<file path="src/rtl/axi_lite_ram_ctrl.sv">
// axi_lite_ram_ctrl: AXI4-Lite subordinate driving a Simple_RAM write/read port pair.
// Optional `AXI_RAM_ALIGN_CHECK_EN rejects unaligned addresses with SLVERR.
module axi_lite_ram_ctrl #(
   parameter int NUM_SLOTS        = 6,
   parameter int DATA_WIDTH_BYTES = 4,
   parameter int AXI_ADDR_WIDTH   = 32,
   localparam int ADDR_WIDTH_BITS = $clog2(NUM_SLOTS),
   localparam int DATA_WIDTH_BITS = 8 * DATA_WIDTH_BYTES,
   localparam int LSB             = $clog2(DATA_WIDTH_BYTES)
) (
   input  logic                        clk,
   input  logic                        rst_n,
   input  logic [AXI_ADDR_WIDTH-1:0]   s_awaddr,
   input  logic                        s_awvalid,
   output logic                        s_awready,
   input  logic [DATA_WIDTH_BITS-1:0]  s_wdata,
   input  logic [DATA_WIDTH_BYTES-1:0] s_wstrb,
   input  logic                        s_wvalid,
   output logic                        s_wready,
   output logic [1:0]                  s_bresp,
   output logic                        s_bvalid,
   input  logic                        s_bready,
   input  logic [AXI_ADDR_WIDTH-1:0]   s_araddr,
   input  logic                        s_arvalid,
   output logic                        s_arready,
   output logic [DATA_WIDTH_BITS-1:0]  s_rdata,
   output logic [1:0]                  s_rresp,
   output logic                        s_rvalid,
   input  logic                        s_rready,
   output logic                        ram_w_en,
   output logic [ADDR_WIDTH_BITS-1:0]  ram_w_addr,
   output logic [DATA_WIDTH_BITS-1:0]  ram_w_data,
   output logic [DATA_WIDTH_BYTES-1:0] ram_w_strb,
   output logic                        ram_r_en,
   output logic [ADDR_WIDTH_BITS-1:0]  ram_r_addr,
   input  logic [DATA_WIDTH_BITS-1:0]  ram_r_data
);
   localparam logic [1:0] W_IDLE = 2'd0, W_EXEC = 2'd1, W_RESP = 2'd2;
   localparam logic [1:0] R_IDLE = 2'd0, R_EXEC = 2'd1, R_RESP = 2'd2;

   logic [1:0]                  r_wst, r_rst;
   logic                        r_aw_lat, r_w_lat;
   logic [AXI_ADDR_WIDTH-1:0]   r_awaddr, r_araddr;
   logic [DATA_WIDTH_BITS-1:0]  r_wdata, r_rdata;
   logic [DATA_WIDTH_BYTES-1:0] r_wstrb;
   logic                        w_aw_hs, w_w_hs, w_ar_hs, w_w_ok, w_r_ok;

   function automatic logic f_ok(input logic [AXI_ADDR_WIDTH-1:0] a);
`ifdef AXI_RAM_ALIGN_CHECK_EN
      return ((a >> LSB) < AXI_ADDR_WIDTH'(NUM_SLOTS)) &&
             ((a % AXI_ADDR_WIDTH'(DATA_WIDTH_BYTES)) == '0);
`else
      return (a >> LSB) < AXI_ADDR_WIDTH'(NUM_SLOTS);
`endif
   endfunction

   // Range is judged on the full latched address, which is held until the response retires.
   assign w_w_ok    = f_ok(r_awaddr);
   assign w_r_ok    = f_ok(r_araddr);
   assign s_awready = rst_n && r_wst == W_IDLE && !r_aw_lat;
   assign s_wready  = rst_n && r_wst == W_IDLE && !r_w_lat;
   assign s_arready = rst_n && r_rst == R_IDLE;
   assign w_aw_hs   = s_awvalid && s_awready;
   assign w_w_hs    = s_wvalid && s_wready;
   assign w_ar_hs   = s_arvalid && s_arready;

   assign s_bvalid   = rst_n && r_wst == W_RESP;
   assign s_bresp    = (s_bvalid && !w_w_ok) ? 2'b10 : 2'b00;
   assign ram_w_en   = rst_n && r_wst == W_EXEC && w_w_ok;
   assign ram_w_addr = ram_w_en ? r_awaddr[LSB +: ADDR_WIDTH_BITS] : '0;
   assign ram_w_data = ram_w_en ? r_wdata : '0;
   assign ram_w_strb = ram_w_en ? r_wstrb : '0;

   assign s_rvalid   = rst_n && r_rst == R_RESP;
   assign s_rresp    = (s_rvalid && !w_r_ok) ? 2'b10 : 2'b00;
   assign s_rdata    = rst_n ? r_rdata : '0;
   assign ram_r_en   = rst_n && r_rst == R_EXEC;
   assign ram_r_addr = ram_r_en ? r_araddr[LSB +: ADDR_WIDTH_BITS] : '0;

   always_ff @(posedge clk) begin
      if (!rst_n) begin
         r_wst    <= W_IDLE;
         r_aw_lat <= 1'b0;
         r_w_lat  <= 1'b0;
         r_awaddr <= '0;
         r_wdata  <= '0;
         r_wstrb  <= '0;
      end else begin
         case (r_wst)
            W_IDLE: begin
               if (w_aw_hs) begin
                  r_aw_lat <= 1'b1;
                  r_awaddr <= s_awaddr;
               end
               if (w_w_hs) begin
                  r_w_lat <= 1'b1;
                  r_wdata <= s_wdata;
                  r_wstrb <= s_wstrb;
               end
               if ((r_aw_lat || w_aw_hs) && (r_w_lat || w_w_hs)) r_wst <= W_EXEC;
            end
            W_EXEC: r_wst <= W_RESP;
            W_RESP: if (s_bready) begin
               r_wst    <= W_IDLE;
               r_aw_lat <= 1'b0;
               r_w_lat  <= 1'b0;
            end
            default: r_wst <= W_IDLE;
         endcase
      end
   end

   always_ff @(posedge clk) begin
      if (!rst_n) begin
         r_rst    <= R_IDLE;
         r_araddr <= '0;
         r_rdata  <= '0;
      end else begin
         case (r_rst)
            R_IDLE: if (w_ar_hs) begin
               r_araddr <= s_araddr;
               r_rst    <= R_EXEC;
            end
            R_EXEC: begin
               r_rdata <= w_r_ok ? ram_r_data : '0;
               r_rst   <= R_RESP;
            end
            R_RESP: if (s_rready) r_rst <= R_IDLE;
            default: r_rst <= R_IDLE;
         endcase
      end
   end
endmodule

</file>
<file path="config.mk">
export PLATFORM = sky130hd
export DESIGN_NAME = axi_lite_ram_ctrl
export DESIGN_NICKNAME = d
export VERILOG_FILES = /design/src/rtl/axi_lite_ram_ctrl.sv
export SDC_FILE = /design/constraint.sdc
export NUM_CORES = 1
export LEC_CHECK = 0
export ABC_AREA = 1
export CORE_AREA = 2 2 126 128
export DETAILED_ROUTE_END_ITERATION = 8
export DIE_AREA = 0 0 128 130
export PLACE_DENSITY = 0.71
export SLEW_MARGIN = 25
export SYNTH_ARGS = -nofsm -noshare
export SYNTH_HDL_FRONTEND = slang
export SYNTH_SLANG_ARGS = --single-unit
</file>
<file path="constraint.sdc">
create_clock -name clk -period 2.2 [get_ports clk]
set_input_delay 0.22 -clock clk [delete_from_list [all_inputs] [get_ports clk]]
set_output_delay 0.22 -clock clk [all_outputs]
set_load 0.01 [all_outputs]
</file>
### Word-level counts from Yosys, hierarchy flattened

Index checks and enable logic that the tools add are counted.

* output and inout bits: 85
* bits of input ports: 139
* word-level logic and storage cells: 71
* register bits: 138

* order comparisons: 2
* equality and inequality tests: 10
* reduce and logical (&&, ||, !) cells: 31
* multiplexer cells: 19

Operators by type and width (count)
* 2-to-1 mux 32 bit: 3
* less-than comparator 30 x 3 -> 1 bit, second input constant: 2
* logical AND 1 bit: 15
* 2-to-1 mux 2 bit: 6
* one-hot mux 2 bit (3 select lines): 2
* inequality test 2 bit, second input constant: 5
* AND reduction 2 bit: 5
* 2-to-1 mux 3 bit: 2
* AND reduction 3 bit: 2
* equality test 2 x 1 -> 1 bit, second input constant: 2
* equality test 2 bit, second input constant: 2
* logical NOT 1 bit: 4
* logical NOT 2 bit: 2
* 2-to-1 mux 4 bit: 1
* one-hot mux 1 bit (2 select lines): 2
* 2-to-1 mux 1 bit: 3
* logical OR 1 bit: 2
* inequality test 2 x 1 -> 1 bit, second input constant: 1
* nonzero test 2 bit: 1

### Depth between registers and ports, before layout

* word-level depth: 8
* gate-level depth with buffers: 8

### Worst setup path before layout

OpenSTA, ideal clock, no wires.

* path type: register to output
* start: register r_wst[0]
* end: output port ram_w_data[25]
* cell stages (with the launch flop): 7
* path slack: 796 ps
* required time: 1980 ps
* path buffers: 1
* data arrival time: 1184 ps
* cells stage by stage: dfxtp_1 inv_1 or2_1 nor2_2 nand3_4 buf_6 nor2_2

* longest elaborated chain between the ends: 4

RTL lines
* start: declaration: RTL line 41 `logic [1:0] r_wst, r_rst;`
* start signal: assignment: RTL line 82 `r_wst <= W_IDLE;`
* start signal: assignment: RTL line 100 `if ((r_aw_lat || w_aw_hs) && (r_w_lat || w_w_hs)) r_wst <= W_EXEC;`
* start signal: assignment: RTL line 102 `W_EXEC: r_wst <= W_RESP;`
* equality test 2 x 1 -> 1 bit: RTL line 69 `assign ram_w_en = rst_n && r_wst == W_EXEC && w_w_ok;`
* logical AND 1 bit (2 in series): RTL line 69
* 2-to-1 mux 32 bit: RTL line 71 `assign ram_w_data = ram_w_en ? r_wdata : '0;`
* end: declaration: RTL line 32 `output logic [DATA_WIDTH_BITS-1:0] ram_w_data,`

Every way passes these cells.

### Worst setup path after layout

* start: register r_awaddr[26]
* end: output port ram_w_strb[0]

* longest elaborated chain between the ends: 3

RTL lines
* start: declaration: RTL line 43 `logic [AXI_ADDR_WIDTH-1:0] r_awaddr, r_araddr;`
* start signal: assignment: RTL line 93 `r_awaddr <= s_awaddr;`
* less-than comparator 30 x 3 -> 1 bit: RTL line 53 `return (a >> LSB) < AXI_ADDR_WIDTH'(NUM_SLOTS);`
* logical AND 1 bit: RTL line 69
* 2-to-1 mux 4 bit: RTL line 72 `assign ram_w_strb = ram_w_en ? r_wstrb : '0;`
* end: declaration: RTL line 33 `output logic [DATA_WIDTH_BYTES-1:0] ram_w_strb,`

Every way passes these cells.

==> flow_metrics.py <==
metrics = {
    "run_status": {
        "status": "completed",
    },
    "yosys": {
        "ys_warn_count": 0,
        "synthAdderAreaFrac_pct": 0,
        "synth-seq-area-share_pct": 46.16,
        "synth_xor_area_share_pct": 0,
        "synthCells": 826,
        "synth_compound_area_share_pct": 15.26,
        "synth_top_family_by_area": "simple AND/OR/NAND/NOR gates",
        "yosysUniqueCellTypes": 27,
        "syn_area_per_cell_um2": 7.036,
        "synth_area_um2": 5812,
        "synth_seq_cells": 134,
        "synthMuxAreaShare_pct": 0,
        "yosys.area_share.simple_pct": 24.24,
    },
    "pwr": {
        "seqPwrFrac_pct": 40.5,
        "ir_drop_mv": 0.4737,
        "power_frac_comb_pct": 14.0,
        "power_mw": 6.488,
        "p_int_mw": 4.897,
        "cellPowerDensity_nw_per_um2": 748.5,
        "leakage_nw": 3.937,
        "p_sw_mw": 1.591,
        "clkPwrFrac_pct": 45.5,
        "switching_share_pct": 24.52,
    },
    "timing": {
        "post-route-period-util_pct": 94.86,
        "setup_ws_ns": 0.1131,
        "fin_skew_ns": 0.007280,
        "slew_headroom_pct": 58.73,
        "grt_setup_unrepaired": "yes",
        "slew_viol_final": 0,
        "clock.fmax_mhz": 479.2,
        "fin_setup_tns_ns": 0,
        "finalCriticalPeriod_ns": 2.087,
        "worst_slew_pin_slew_ns": 0.6190,
        "hold_viol_final": 0,
        "finalSetupViolCount": 0,
    },
    "clock_tree": {
        "cts_buffers": 17,
        "clkTransAtPathRegs_ns": 0.06,
        "cts_sinks": 134,
        "clkLatencyLatePin_ns": 0.41,
        "cts-root-buf": "clkbuf_16",
        "cts_buffer_depth": 2,
        "h-tree-depth": 4,
        "ctsHoldBuffers": 0,
        "cts_tree": "built",
    },
    "drt": {
        "num_vias": 5582,
        "firstDrtPassIters": 4,
        "post_drt_wl_per_cell_um": 12.10,
        "drtIter0Drc": 290,
        "routed_wl_um": 14920,
        "vias_per_cell": 4.527,
        "ant_nets": 0,
        "drc_errors": 0,
    },
    "floorplan": {
        "die_w_um": 128,
        "rows": 46,
        "dieArea_um2": 16640,
        "core-area_um2": 15420,
        "die_y_um": 130,
        "pin_count": 224,
        "start_util_pct": 37.68,
    },
    "layout": {
        "nets": 1167,
        "n_antenna_cell": 0,
        "nFillCells": 1508,
        "area_growth_pct": 49.15,
        "drive_gt1_share_pct": 12.39,
        "post_layout_nonfiller_instances": 1233,
    },
    "worst_setup_path": {
        "worst-setup-path-type": "flop to primary output",
        "cp-end-kind": "primary output",
        "critPathLaunchType": "flop",
        "required_ns": 1.98,
        "worstPathArrival_ns": 1.87,
        "critPathMaxFanout": 18,
    },
    "global_routing": {
        "antenna_found_initial": 0,
        "grt_max_degree": 73,
        "grt_pass1_vias": 5138,
        "grt_pass1_wl_um": 23760,
        "grt-ovfl-total": 0,
        "track_usage_pct": 17.86,
    },
    "placed_design": {
        "post-place-ws_ns": 0.1570,
        "portBuffers": 217,
        "dp_hpwl_um": 10030,
        "finalWeightedCongestion": 0.7767,
        "dp_cells": 1199,
    },
    "flow_run": {
        "cap_violations": 0,
    },
    "worst_hold_path": {
        "hold_class": "input pin to flop",
    },
}
## logic make-up (layout without fill, tap and decap cells)
kind of cell           after synthesis  in the layout
AND/OR/NAND/NOR                    318            318
flip-flops                         134            134
AO/OA/AOI/OAI                      175            175
buffers and inverters              198            412
other                                1              2
## worst paths after layout
kind / to / cells after the start / slack (ns) / startpoint
worst max-delay path: ram_w_strb[0] / 7 / 0.11 / r_awaddr[26]
worst min register to register: r_awaddr[19] / 2 / 0.44 / r_awaddr[19]
worst min-delay path: r_awaddr[26] / 3 / 0.13 / rst_n
worst max register to register: r_wdata[23] / 5 / 0.72 / r_wst[1]
## through the flow
step,util [%],instance area (um^2),hold WS [ns]
4_1_cts,56.29,8682,0.1190
6_report,56.20,8668,0.1320
5_1_grt,56.20,8668,0.1480
3_5_place_dp,52.41,8084,0.4436
2_1_floorplan,-,5816,0.3199
3_3_place_gp,52.41,8084,0.4391
## state kept, by name (all words and copies together) (netlist names), 2 cells and up
signal,cells
r_wdata,32
r_awaddr,30
r_wst,2
r_rst,2
r_rdata,32
r_wstrb,4
r_araddr,30
## cell usage in the layout (no fill, tap or decap), types with 4 or more instances in the layout
master	count
clkbuf_16	17
buf_4	14
dlygate4sd2_1	12
nor2_4	4
nand2_1	167
inv_1	138
clkbuf_8	4
o21ai_1	15
dfxtp_1	133
nand3_1	39
nor2_1	54
a21oi_1	100
clkbuf_2	12
inv_2	8
nor2_2	42
clkdlybuf4s50_1	175
nand4_1	5
clkdlybuf4s15_1	8
o21ai_0	56
buf_2	7
## worst max-delay path, stage by stage (launching register included)
cell and delay (ns):
dfxtp_1 0.30, nor2_1 0.15, nand4_1 0.16, nor2_4 0.17
nand3_4 0.13, buf_12 0.19, nor2_2 0.08, dlygate4sd2_1 0.27
## metal layers
layer,track usage (%),share of wire [%],vias up
met5,0,0,-
met4,6.399,1.4,0
met3,6.519,7.3,15
met2,29.60,47,161
met1,21.47,44,2464
li1,-,-,2942
## layout make-up
cell class | count | area [um^2] | area share [%]
clock inverter | 11 | 146.4 | 1.689
tap | 192 | 240.2 | 2.771
sequential | 134 | 2684 | 30.96
inverter | 146 | 548.0 | 6.322
timing repair buffer | 234 | 2248 | 25.94
clock buffer | 21 | 480.5 | 5.543
multi-input combinational | 495 | 2321 | 26.78
## Yosys cell counts (all sizes together)
master	number	area, um^2
a21boi	1	7.510
a21oi	100	500.5
buf	34	214.0
clkbuf	18	67.56
conb	1	3.750
dfxtp	134	2683
inv	146	548.0
nand2	167	626.9
nand3	40	212.7
nand4	6	43.79
nor2	100	493.0
nor3	3	20.02
o2111ai	1	8.760
o211ai	1	7.510
o21ai	71	355.3
o31ai	1	7.510
or2	2	12.52
## what timing repair did
| item | CTS | global route |
|---|---|---|
| pin swaps | 2 | 4 |
| endpoints found under the hold margin | 0 | 0 |
| setup buffers | 1 | 0 |
| gates resized for setup | 71 | 41 |
| gates cloned | 1 | 0 |
| endpoints found under the setup margin | 40 | 40 |
## power by group through the flow
stage	Sequential [mW]	Combinational (mW)	Clock [mW]
after floorplan	2.67	0.509	0
after global placement	2.67	0.888	0
after detailed placement	2.68	0.897	0
after CTS	2.63	0.914	3.03
after global routing	2.64	1.02	3.13
final	2.63	0.908	2.95
Power figures use the tool's default switching activity.
